==> src/rtl/dpram_arbiter_if.sv <==
// Request/grant bundle between two requesters and the shared-memory arbiter.
// Each requester drives its own _0 or _1 group. The arbiter drives gnt and the read-back signals.
interface dpram_arbiter_if #(
  parameter int ADDR_W = 4,
  parameter int DATA_W = 8
);
  // Handshake: a requester raises req with we/Addr/Wdata and holds them stable
  // until it sees gnt. The access executes in the one gnt-high cycle. The
  // requester drops req the next cycle unless it is issuing a new request.
  // Read data returns as a one-cycle rvalid pulse in the following cycle.
  logic              req_0;
  logic              req_1;
  logic              we_0;
  logic              we_1;
  logic [ADDR_W-1:0] Addr_0;
  logic [ADDR_W-1:0] Addr_1;
  logic [DATA_W-1:0] Wdata_0;
  logic [DATA_W-1:0] Wdata_1;
  logic              gnt_0;
  logic              gnt_1;
  logic [DATA_W-1:0] Rdata_0;
  logic [DATA_W-1:0] Rdata_1;
  logic              rvalid_0;
  logic              rvalid_1;

  modport master (
    output req_0, req_1, we_0, we_1, Addr_0, Addr_1, Wdata_0, Wdata_1,
    input  gnt_0, gnt_1, Rdata_0, Rdata_1, rvalid_0, rvalid_1
  );

  modport slave (
    input  req_0, req_1, we_0, we_1, Addr_0, Addr_1, Wdata_0, Wdata_1,
    output gnt_0, gnt_1, Rdata_0, Rdata_1, rvalid_0, rvalid_1
  );
endinterface

==> src/rtl/dpram_arbiter.sv <==
// Two-requester arbiter in front of one single-port memory (IDLE/GRANT0/GRANT1).
// Define DPRAM_ARB_RR_EN to resolve simultaneous requests round-robin; otherwise port 0 wins ties.
module dpram_arbiter #(
  parameter int ADDR_W = 4,
  parameter int DATA_W = 8
) (
  input  logic               clk,
  input  logic               rst,
  dpram_arbiter_if.slave     bus,
  output logic               busy,
  output logic [7:0]         conflict_cnt,
  output logic [1:0]         state_dbg
);
  localparam logic [1:0] IDLE   = 2'd0;
  localparam logic [1:0] GRANT0 = 2'd1;
  localparam logic [1:0] GRANT1 = 2'd2;

  logic [1:0]        state;
  logic [1:0]        state_nxt;
  logic              tie_to_1;
  logic              wr_en;
  logic [ADDR_W-1:0] wr_addr;
  logic [DATA_W-1:0] wr_data;
  logic              rd_0;
  logic              rd_1;
  logic              waiting;
  logic [DATA_W-1:0] rdata_0;
  logic [DATA_W-1:0] rdata_1;
  logic              rvalid_0;
  logic              rvalid_1;
  logic [7:0]        cnt;
  logic [DATA_W-1:0] mem [2**ADDR_W];

`ifdef DPRAM_ARB_RR_EN
  logic last_1;  // 1 = port 1 was served most recently

  always_ff @(posedge clk) begin
    if (rst) begin
      last_1 <= 1'b1;
    end else if (state == GRANT0) begin
      last_1 <= 1'b0;
    end else if (state == GRANT1) begin
      last_1 <= 1'b1;
    end
  end

  assign tie_to_1 = ~last_1;
`else
  assign tie_to_1 = 1'b0;
`endif

  // A port is never granted twice in a row: its own req is ignored while it is granted.
  always_comb begin
    state_nxt = IDLE;
    case (state)
      IDLE: begin
        if (bus.req_0 && bus.req_1) begin
          state_nxt = tie_to_1 ? GRANT1 : GRANT0;
        end else if (bus.req_0) begin
          state_nxt = GRANT0;
        end else if (bus.req_1) begin
          state_nxt = GRANT1;
        end
      end
      GRANT0:  state_nxt = bus.req_1 ? GRANT1 : IDLE;
      GRANT1:  state_nxt = bus.req_0 ? GRANT0 : IDLE;
      default: state_nxt = IDLE;
    endcase
  end

  always_ff @(posedge clk) begin
    if (rst) begin
      state <= IDLE;
    end else begin
      state <= state_nxt;
    end
  end

  always_comb begin
    wr_en   = 1'b0;
    wr_addr = bus.Addr_0;
    wr_data = bus.Wdata_0;
    if (state == GRANT0) begin
      wr_en = bus.we_0 & ~rst;
    end else if (state == GRANT1) begin
      wr_en   = bus.we_1 & ~rst;
      wr_addr = bus.Addr_1;
      wr_data = bus.Wdata_1;
    end
  end

  assign rd_0    = (state == GRANT0) && !bus.we_0;
  assign rd_1    = (state == GRANT1) && !bus.we_1;
  assign waiting = ((state == GRANT0) && bus.req_1) || ((state == GRANT1) && bus.req_0);

  // Memory contents survive reset; only the commit of a write is suppressed.
  always_ff @(posedge clk) begin
    if (wr_en) begin
      mem[wr_addr] <= wr_data;
    end
  end

  always_ff @(posedge clk) begin
    if (rst) begin
      rdata_0  <= '0;
      rdata_1  <= '0;
      rvalid_0 <= 1'b0;
      rvalid_1 <= 1'b0;
    end else begin
      rvalid_0 <= rd_0;
      rvalid_1 <= rd_1;
      if (rd_0) begin
        rdata_0 <= mem[bus.Addr_0];
      end
      if (rd_1) begin
        rdata_1 <= mem[bus.Addr_1];
      end
    end
  end

  always_ff @(posedge clk) begin
    if (rst) begin
      cnt <= 8'd0;
    end else if (waiting && (cnt != 8'hFF)) begin
      cnt <= cnt + 8'd1;
    end
  end

  assign bus.gnt_0    = (state == GRANT0);
  assign bus.gnt_1    = (state == GRANT1);
  assign bus.Rdata_0  = rdata_0;
  assign bus.Rdata_1  = rdata_1;
  assign bus.rvalid_0 = rvalid_0;
  assign bus.rvalid_1 = rvalid_1;
  assign busy         = (state != IDLE);
  assign conflict_cnt = cnt;
  assign state_dbg    = state;
endmodule

==> src/flat_wrapper.sv <==
// flat-port wrapper written by rule: the top's interface ports become plain ports
module dpram_arbiter_flat 
#(
  parameter int ADDR_W = 4,
  parameter int DATA_W = 8
)
  (clk, rst, busy, conflict_cnt, state_dbg, bus_req_0, bus_req_1, bus_we_0, bus_we_1, bus_Addr_0, bus_Addr_1, bus_Wdata_0, bus_Wdata_1, bus_gnt_0, bus_gnt_1, bus_Rdata_0, bus_Rdata_1, bus_rvalid_0, bus_rvalid_1);
  dpram_arbiter_if #(.ADDR_W(ADDR_W), .DATA_W(DATA_W)) bus_i ();
  input  logic clk;
  input  logic rst;
  output logic busy;
  output logic [7:0] conflict_cnt;
  output logic [1:0] state_dbg;
  input wire logic [$bits(bus_i.req_0)-1:0] bus_req_0;
  input wire logic [$bits(bus_i.req_1)-1:0] bus_req_1;
  input wire logic [$bits(bus_i.we_0)-1:0] bus_we_0;
  input wire logic [$bits(bus_i.we_1)-1:0] bus_we_1;
  input wire logic [$bits(bus_i.Addr_0)-1:0] bus_Addr_0;
  input wire logic [$bits(bus_i.Addr_1)-1:0] bus_Addr_1;
  input wire logic [$bits(bus_i.Wdata_0)-1:0] bus_Wdata_0;
  input wire logic [$bits(bus_i.Wdata_1)-1:0] bus_Wdata_1;
  output wire logic [$bits(bus_i.gnt_0)-1:0] bus_gnt_0;
  output wire logic [$bits(bus_i.gnt_1)-1:0] bus_gnt_1;
  output wire logic [$bits(bus_i.Rdata_0)-1:0] bus_Rdata_0;
  output wire logic [$bits(bus_i.Rdata_1)-1:0] bus_Rdata_1;
  output wire logic [$bits(bus_i.rvalid_0)-1:0] bus_rvalid_0;
  output wire logic [$bits(bus_i.rvalid_1)-1:0] bus_rvalid_1;
  assign bus_i.req_0 = bus_req_0;
  assign bus_i.req_1 = bus_req_1;
  assign bus_i.we_0 = bus_we_0;
  assign bus_i.we_1 = bus_we_1;
  assign bus_i.Addr_0 = bus_Addr_0;
  assign bus_i.Addr_1 = bus_Addr_1;
  assign bus_i.Wdata_0 = bus_Wdata_0;
  assign bus_i.Wdata_1 = bus_Wdata_1;
  assign bus_gnt_0 = bus_i.gnt_0;
  assign bus_gnt_1 = bus_i.gnt_1;
  assign bus_Rdata_0 = bus_i.Rdata_0;
  assign bus_Rdata_1 = bus_i.Rdata_1;
  assign bus_rvalid_0 = bus_i.rvalid_0;
  assign bus_rvalid_1 = bus_i.rvalid_1;
  dpram_arbiter #(.ADDR_W(ADDR_W), .DATA_W(DATA_W)) u_core (.clk(clk), .rst(rst), .bus(bus_i), .busy(busy), .conflict_cnt(conflict_cnt), .state_dbg(state_dbg));
endmodule
==> config.mk <==
export PLATFORM = sky130hd
export DESIGN_NAME = dpram_arbiter_flat
export DESIGN_NICKNAME = d
export VERILOG_FILES = /design/src/rtl/dpram_arbiter_if.sv /design/src/rtl/dpram_arbiter.sv /design/src/flat_wrapper.sv
export SDC_FILE = /design/constraint.sdc
export NUM_CORES = 1
export LEC_CHECK = 0
export CAP_MARGIN = 10
export CORE_UTILIZATION = 45
export CTS_CLUSTER_SIZE = 14
export DETAILED_ROUTE_END_ITERATION = 12
export PLACE_DENSITY = 0.6
export SLEW_MARGIN = 20
export SYNTH_ARGS = -nofsm -noshare
export SYNTH_HDL_FRONTEND = slang
export SYNTH_SLANG_ARGS = --single-unit
==> constraint.sdc <==
create_clock -name clk -period 2.8 [get_ports clk]
set_clock_uncertainty 0.2 [all_clocks]
set_input_delay 0.42 -clock clk [delete_from_list [all_inputs] [get_ports clk]]
set_output_delay 0.42 -clock clk [all_outputs]
set_load 0.005 [all_outputs]
[Yosys cells after proc, flatten, opt, wreduce, memory -nomap -nowiden]
Memories as Yosys holds them, arrays and structs flattened. A register that Yosys moved wholly into a read port is not among the register bits.
Cells that the tools add are included.
Word-level totals
  register bits after elaboration: 12
  RAM bits: 128
  memories: 1
Operators by class
  $add $sub $neg: 1
  eq/ne operators: 3
  muxes and demuxes: 13
  bitwise operators: 3
  reduce and logical (&&, ||, !) cells: 11
Memory list
  u_core.mem: depth 16, bits a word 8, rd ports 2, clocked after Yosys merged registers in 2, write ports 1, line dpram_arbiter.sv:32  | logic [DATA_W-1:0] mem [2**ADDR_W];
Operators by type and width (count)
  8-bit two-way mux: 2
  8-bit by 1-bit adder with 8-bit output, second input constant: 1
  4-bit two-way mux: 2
  8-bit inequality test, second input constant: 1
  1-bit logical AND: 6
  2-bit two-way mux: 3
  2-bit case mux with 3 select lines: 1
  1-bit two-way mux: 5
  1-bit bitwise AND: 2
  2-bit by 1-bit == test with 1-bit output, second input constant: 1
  2-bit == test, second input constant: 1
  1-bit logical NOT: 2
  2-bit logical NOT: 1
  2-bit nonzero test: 1
  1-bit logical OR: 1
  1-bit NOT: 1

[Longest topological paths before layout]
Gate-level depths: netlist of the first run.
  depth after elaboration: 6
  mapped depth: 7
  gate-level depth less buffers: 5

[Least setup slack after synthesis of the first run]
OpenSTA, ideal clock, no wires.
  path kind: input-to-reg
  start: input port bus_Addr_1[1]
  end: memory u_core.mem[12][0] (enable)
  data arrival time: 1.704 ns
  required time: 2.230 ns
  slack: 0.526 ns
  cell stages on the path: 6
  path buffers: 3
  path through: buf_4 -> buf_2 -> buf_2 -> nor3_1 -> o21ai_0 -> nor2_1
Between the ends
  longest elaborated chain between the ends: 2
Ends and longest elaborated chain
  start, declared: line flat_wrapper.sv:19  | input wire logic [$bits(bus_i.Addr_1)-1:0] bus_Addr_1;
  4-bit two-way mux: line dpram_arbiter.sv:85  | end else if (state == GRANT1) begin
  4-bit two-way mux: line dpram_arbiter.sv:83  | if (state == GRANT0) begin
  end, declared: line dpram_arbiter.sv:32
No other way between the ends.

[Worst setup path after layout of the first run]
  start: register u_core.state[1], in the netlist u_core.state_dbg[1]
  end: output port bus_gnt_1
Between the ends
  longest elaborated chain between the ends: 1
Ends and longest elaborated chain
  start, declared: line dpram_arbiter.sv:18  | logic [1:0] state;
  start signal, assigned: line dpram_arbiter.sv:75  | state <= state_nxt;
  2-bit == test: line dpram_arbiter.sv:130  | assign bus.gnt_1 = (state == GRANT1);
  end, declared: line flat_wrapper.sv:23  | output wire logic [$bits(bus_i.gnt_1)-1:0] bus_gnt_1;
No other way between the ends.

==> summary.md, run 1 <==
| Metric | Value |
|---|---|
| Outcome | `finished clean` |
| Area Growth Syn to Fin | `21.6%` |
| R2R depth | `6` |
| Post-DP HPWL | `12,900 um` |
| Worst slew margin | `42.0%` |
| CTS tree | `built` |
| Post-synth EDFFs | `between 100 and 150` |
| Final-report setup violation count | `0` |
| Layout cells sized above 1 | `23.1%` |
| Max VDD drop | `roughly 520 uV` |
| WHS | `approximately 0.26 ns` |
| Top post-synthesis cells by area | `edfxtp_1 53%, mux4_2 17%, dfxtp_1 7.7%` |
| GPL Wtd Cong | `0.827` |
| Fill count | `~1,300` |
| Hold-fix buffer count after cts | `0` |
| DRT Pass-1 Iters | `5` |
| PwrDens | `a little under 600 nW/um^2` |
| Most common cell after layout, fill and taps aside | `edfxtp_1` |
| Cells after Synth | `~470` |
| Final nets | `585` |
| Most frequent cells in the layout | `128 x edfxtp_1, 58 x clkdlybuf4s50_1, 56 x mux4_2` |
| GR Overflow Total | `0` |
| Crit end category | `output port` |
| Initial antenna violation count | `0` |
| CP startpoint kind | `register` |
| Crit path kind | `reg2out` |
| Synth top area share | `a little over half` |
| Clock Root Buffer | `clkbuf_16` |
| Count of inserted antenna diode cells | `0` |
| Total track usage | `between 20% and 30%` |
| Max-slew violations | `0` |
| CP arrival | `1.97 ns` |
| Most used DFF post-synth | `edfxtp_1` |
| Sink Count | `156` |
| Post-CTS setup buffers | `0` |
| Detailed-route via count | `about 4,600` |
| Worst-path maximum fanout | `19` |
| Mapped Area | `7290 sq um` |
| DIE WIDTH | `129 um` |
| Async SR Flop Fraction | `0%` |
| RSZ-0062 raised after global routing | `no` |
| Rows | `46` |
| Initial core utilization | `46.1%` |
| Design Area, Final | `slightly below 9000 sq um` |
| Fin crit share | `92.4%` |
| Clock Tree Buf Depth | `2` |
| Routed vias/inst | `5.90` |
| Library cells used by synthesis | `45` |
| Final-report hold violation count | `0` |
| Number of global-route vias before repair | `4,599` |
| Clk_lat worst skew | `between 0.4 and 0.5 ns` |
| First-pass GRT wire length | `28,000 um` |
| Routed Antenna Nets | `0` |
| Req. time, crit path | `2.18 ns` |
| Die Y | `129 um` |
| Yosys warns | `0` |
| CTS buffer count | `17` |
| Cts repair resizes | `0` |
| Worst Slack Setup Final | `~0.21 ns` |
| # Max-Cap Violations | `0` |
| DRC viols | `0` |
| Core ar. | `15,800 sq um` |
| Worst slew pin tran | `~0.87 ns` |
| Hold depth | `1` |
| Setup TNS Final | `0 ns` |
| Port bufs | `60` |
| Post-DP Area | `8290 sq um` |
| Avg Cell Area, Syn | `15.5 sq um` |
| Post-Place Setup Slack | `0.200 ns` |
| Fmax | `387 MHz` |
| Final WL | `18,500 um` |
| Htree depth | `4` |
| Num ports | `61` |
| Minimum clock period | `2.59 ns` |
| Mapped Nets | `502` |
| Post-synthesis register bit count | `156` |
| Min-delay worst type | `reg2reg` |
| Starting DRT DRC Count | `387` |
| Leakage power | `3.06 nW` |
| Largest net degree at the start of global routing | `44` |
| Post-synthesis sequential area ratio | `60.4%` |
| Die footprint | `16,700 sq um` |
| WL/cell | `approximately 24 um` |
| Clock transition at path regs | `0.06 ns` |
| Synth area leader | `edfxtp_1` |
[logic make-up (layout without fill, tap and decap cells)]
group	Yosys count	after routing	synth area share [%]
simple gates	138	138	9.32
compound gates	42	42	4.51
buf+inv	42	138	3.16
flops	156	156	60.4
xor+xnor	3	3	0.360
mux	89	89	22.1
fa+ha+maj	1	1	0.172
[stage by stage]
step	cells	total power (W)	util, %
2_1_floorplan	471	0.00286	-
3_3_place_gp	751	0.00304	52.4
3_5_place_dp	751	0.00304	52.4
4_1_cts	783	0.00526	56.0
5_1_grt	783	0.00538	56.0
6_report	783	0.00523	56.0
[sequential cells by signal, summed over array words and instances (netlist names)]
name                 cells
u_core.mem             128
u_core.bus.Rdata_0       8
u_core.bus.Rdata_1       8
u_core.conflict_cnt      8
u_core.state_dbg         2
u_core.bus.rvalid_0      1
u_core.bus.rvalid_1      1
[Yosys cell counts (4+ instances only)]
cell type	count
buf_2	7
nor3_1	14
and3_1	4
a31oi_1	5
mux2i_1	31
clkbuf_1	9
buf_6	4
nor2_1	48
nand2_1	29
dfxtp_1	28
o221ai_1	7
mux4_2	56
buf_4	4
nor3b_1	6
inv_1	12
nand3b_1	5
a211o_1	8
nand3_1	10
edfxtp_1	128
nor2b_1	5
a21oi_1	4
a22oi_1	8
nand2b_1	9
[path summary, 6_finish.rpt]
| path | start | end | slack [ns] |
|---|---|---|---|
| setup / recovery | u_core.state_dbg[1] | bus_gnt_1 | 0.21 |
| hold / removal | u_core.bus.Rdata_1[6] | u_core.bus.Rdata_1[6] | 0.26 |
| setup reg to reg | u_core.state_dbg[1] | u_core.mem[14][4] | 0.54 |
| hold reg to reg | u_core.bus.Rdata_1[6] | u_core.bus.Rdata_1[6] | 0.26 |
[layout make-up]
type	instances	area, sq um	share of cell area, %
Clock inverter	15	150	1.69
Inverter	13	48.8	0.550
Tap cell	216	270	3.05
Sequential cell	156	4400	49.7
Timing Repair Buffer	93	913	10.3
Multi-Input combinational cell	273	2660	30.0
Clock buffer	17	425	4.80
[where the power goes]
part / total, W / switching (W) / leakage, nW / internal (W)
Combinational: 0.000432 / 0.000230 / 1.41 / 0.000202
Sequential: 0.00256 / 0.0000139 / 1.38 / 0.00254
Clock: 0.00224 / 0.000991 / 0.270 / 0.00125
Total: 0.00523 / 0.00123 / 3.06 / 0.00399
[critical path, cell delays in order (launching register included)]
cell and delay (ns):
dfxtp_1 0.51, nand2b_1 0.14, inv_2 0.31, clkdlybuf4s50_1 0.58
[metal layers]
layer	wire, um	global-route usage (%)	up-vias
li1	-	-	2031
met1	7450	30.1	2375
met2	9400	40.8	182
met3	1010	4.05	30
met4	600	12.5	0
met5	0	0	-
Power figures use the tool's default switching activity.
==> run 2, diff against run 1 <==
--- a/config.mk
+++ b/config.mk
@@ -10,7 +10,7 @@
 export CTS_CLUSTER_SIZE = 14
 export DETAILED_ROUTE_END_ITERATION = 12
 export PLACE_DENSITY = 0.6
-export SLEW_MARGIN = 20
+export SLEW_MARGIN = 30
 export SYNTH_ARGS = -nofsm -noshare
 export SYNTH_HDL_FRONTEND = slang
 export SYNTH_SLANG_ARGS = --single-unit
==> results of run 2 <==
Final layout, timing and power as in run 1 (identical DEF).
==> run 3, diff against run 2 <==
--- a/config.mk
+++ b/config.mk
@@ -7,6 +7,7 @@
 export LEC_CHECK = 0
 export CAP_MARGIN = 10
 export CORE_UTILIZATION = 45
+export CTS_BUF_LIST = sky130_fd_sc_hd__clkbuf_8
 export CTS_CLUSTER_SIZE = 14
 export DETAILED_ROUTE_END_ITERATION = 12
 export PLACE_DENSITY = 0.6
==> summary.md, run 3 (synthesis results as in run 1) <==
| Metric | Value |
|---|---|
| Outcome | `finished clean (unchanged)` |
| Setup TNS Final | `0 ns (unchanged)` |
| PwrDens | `533 nW/um^2 (was 590 nW/um^2)` |
| R2R depth | `6 (unchanged)` |
| First-pass GRT wire length | `27,800 um (was 28,000 um)` |
| Area of the multi-input gates | `2660 sq um (unchanged)` |
| Hold Startpoint | `u_core.bus.Rdata_1[6] (unchanged)` |
| Reg2reg start | `u_core.state_dbg[1] (unchanged)` |
| Die Y | `129 um (unchanged)` |
| Die footprint | `16,700 sq um (unchanged)` |
| Most common cell after layout, fill and taps aside | `edfxtp_1 (unchanged)` |
| Final-report hold violation count | `0 (unchanged)` |
| Hold depth | `1 (unchanged)` |
| Num ports | `61 (unchanged)` |
| RSZ-0062 raised after global routing | `no (unchanged)` |
| CTS buffer count | `17 (unchanged)` |
| Hold-fix buffer count after cts | `0 (unchanged)` |
| Crit Reg-Reg Endpoint | `u_core.mem[14][1] (was u_core.mem[14][4])` |
| Min-delay worst type | `reg2reg (unchanged)` |
| DRT Pass-1 Iters | `5 (unchanged)` |
| Total track usage | `24.0% (was 24.2%)` |
| Internal reg-to-reg setup slack | `0.51 ns (was 0.54 ns)` |
| Routed Antenna Nets | `0 (unchanged)` |
| Starting DRT DRC Count | `341 (was 387)` |
| Area Growth Syn to Fin | `19.0% (was 21.6%)` |
| Post-Place Setup Slack | `0.200 ns (unchanged)` |
| Max VDD drop | `311 uV (was 524 uV)` |
| Crit end category | `output port (unchanged)` |
| GPL Wtd Cong | `0.827 (unchanged)` |
| Clock transition at path regs | `0.08 ns (was 0.06 ns)` |
| Post-DP HPWL | `12,900 um (unchanged)` |
| Sink Count | `156 (unchanged)` |
| Worst Slack Setup Final | `0.167 ns (was 0.213 ns)` |
| Number of global-route vias before repair | `4,587 (was 4,599)` |
| Initial core utilization | `46.1% (unchanged)` |
| Routed vias/inst | `5.87 (was 5.90)` |
| WL/cell | `23.4 um (was 23.6 um)` |
| Initial antenna violation count | `0 (unchanged)` |
| Max FFs per register | `128 (unchanged)` |
| Clk_lat worst skew | `0.46 ns (was 0.43 ns)` |
| Final nets | `585 (unchanged)` |
| GR Overflow Total | `0 (unchanged)` |
| Worst slew pin tran | `0.862 ns (was 0.866 ns)` |
| Crit. path cell count | `3 (unchanged)` |
| Storage element area | `4400 sq um (unchanged)` |
| Count of inserted antenna diode cells | `0 (unchanged)` |
| DRC viols | `0 (unchanged)` |
| Worst-path maximum fanout | `19 (unchanged)` |
| Post-CTS setup buffers | `0 (unchanged)` |
| Worst path cell trace | `nand2b_1 -> inv_2 -> clkdlybuf4s50_1 (unchanged)` |
| CP arrival | `2.01 ns (was 1.97 ns)` |
| Buf/Inv on CP | `2 (unchanged)` |
| Core ar. | `15,800 sq um (unchanged)` |
| CP startpoint kind | `register (unchanged)` |
| Rows | `46 (unchanged)` |
| Cts repair resizes | `0 (unchanged)` |
| Most frequent cells in the layout | `128 x edfxtp_1, 58 x clkdlybuf4s50_1, 56 x mux4_2 (unchanged)` |
| Worst slew margin | `42.3% (was 42.0%)` |
| Fmax | `380 MHz (was 387 MHz)` |
| CTS tree | `built (unchanged)` |
| Slowest cell on the critical path | `clkdlybuf4s50_1 (unchanged)` |
| Final WL | `18,300 um (was 18,500 um)` |
| Minimum clock period | `2.63 ns (was 2.59 ns)` |
| Clock Tree Buf Depth | `2 (unchanged)` |
| Largest net degree at the start of global routing | `44 (unchanged)` |
| Register bank with the most flops | `u_core.mem (unchanged)` |
| Slowest Stage Delay on Critical Path | `0.58 ns (about the same)` |
| Htree depth | `4 (unchanged)` |
| Fill count | `1,266 (was 1,254)` |
| Req. time, crit path | `2.18 ns (about the same)` |
| Final-report setup violation count | `0 (unchanged)` |
| Crit path kind | `reg2out (unchanged)` |
| Port bufs | `60 (unchanged)` |
| # Max-Cap Violations | `0 (unchanged)` |
| DIE WIDTH | `129 um (unchanged)` |
| Max-slew violations | `0 (unchanged)` |
| Layout cells sized above 1 | `23.1% (unchanged)` |
| Fin crit share | `94.0% (was 92.4%)` |
| Hold EP | `u_core.bus.Rdata_1[6] (unchanged)` |
| Detailed-route via count | `4,599 (was 4,618)` |
| Leakage power | `2.97 nW (was 3.06 nW)` |
| CP top delay family | `buffers and inverters (unchanged)` |
| Clock Root Buffer | `clkbuf_8 (was clkbuf_16)` |
-- run 3: through the flow --
step	utilization, %	hold WS [ns]	std cells	area (sq um)	power, W
after global placement	52.4	0.242	751	8290	0.00304
after CTS	54.8	0.269	783	8680	0.00466
after detailed placement	52.4	0.249	751	8290	0.00304
after global routing	54.8	0.299	783	8680	0.00478
final	54.8	0.266	783	8680	0.00463
after floorplan	-	0.261	471	7290	0.00286
-- run 3: layer usage --
metal / vias up / routed length (um) / GRT usage (%)
li1: 2026 / - / -
met1: 2361 / 7300 / 30.0
met2: 181 / 9280 / 40.4
met3: 31 / 1130 / 4.71
met4: 0 / 626 / 11.5
met5: - / 0 / 0
-- run 3: worst max path at each step --
stage,start,slack [ns],end
4_1_cts,u_core.state_dbg[1],0.15,bus_gnt_1
5_1_grt,u_core.state_dbg[1],0.04,bus_gnt_1
6_report,u_core.state_dbg[1],0.17,bus_gnt_1
2_1_floorplan,bus_Addr_1[1],0.53,u_core.mem[12][0]
3_3_place_gp,bus_we_0,0.24,u_core.mem[2][0]
3_5_place_dp,bus_we_0,0.20,u_core.mem[6][0]
-- run 3: report_power, final --
part | total (W) | leakage [nW] | switching (W) | internal (W)
Combinational | 0.000432 | 1.41 | 0.000230 | 0.000202
Sequential | 0.00255 | 1.38 | 0.0000138 | 0.00254
Clock | 0.00164 | 0.183 | 0.000914 | 0.000728
Total | 0.00463 | 2.97 | 0.00116 | 0.00347
-- run 3: layout make-up --
class,count,area share [%]
inverter,13,0.562
clock inverter,15,1.73
multi-input combinational,273,30.6
sequential,156,50.8
clock buffer,17,2.70
tap,216,3.11
timing repair buffer,93,10.5
-- run 3: worst reg2reg max path: stages (launching register included) --
cell and delay (ns):
dfxtp_1 0.52, nand2b_1 0.14, inv_2 0.32, nor3b_1 0.10, o21ai_0 0.47, nor2_1 0.11, buf_4 0.20
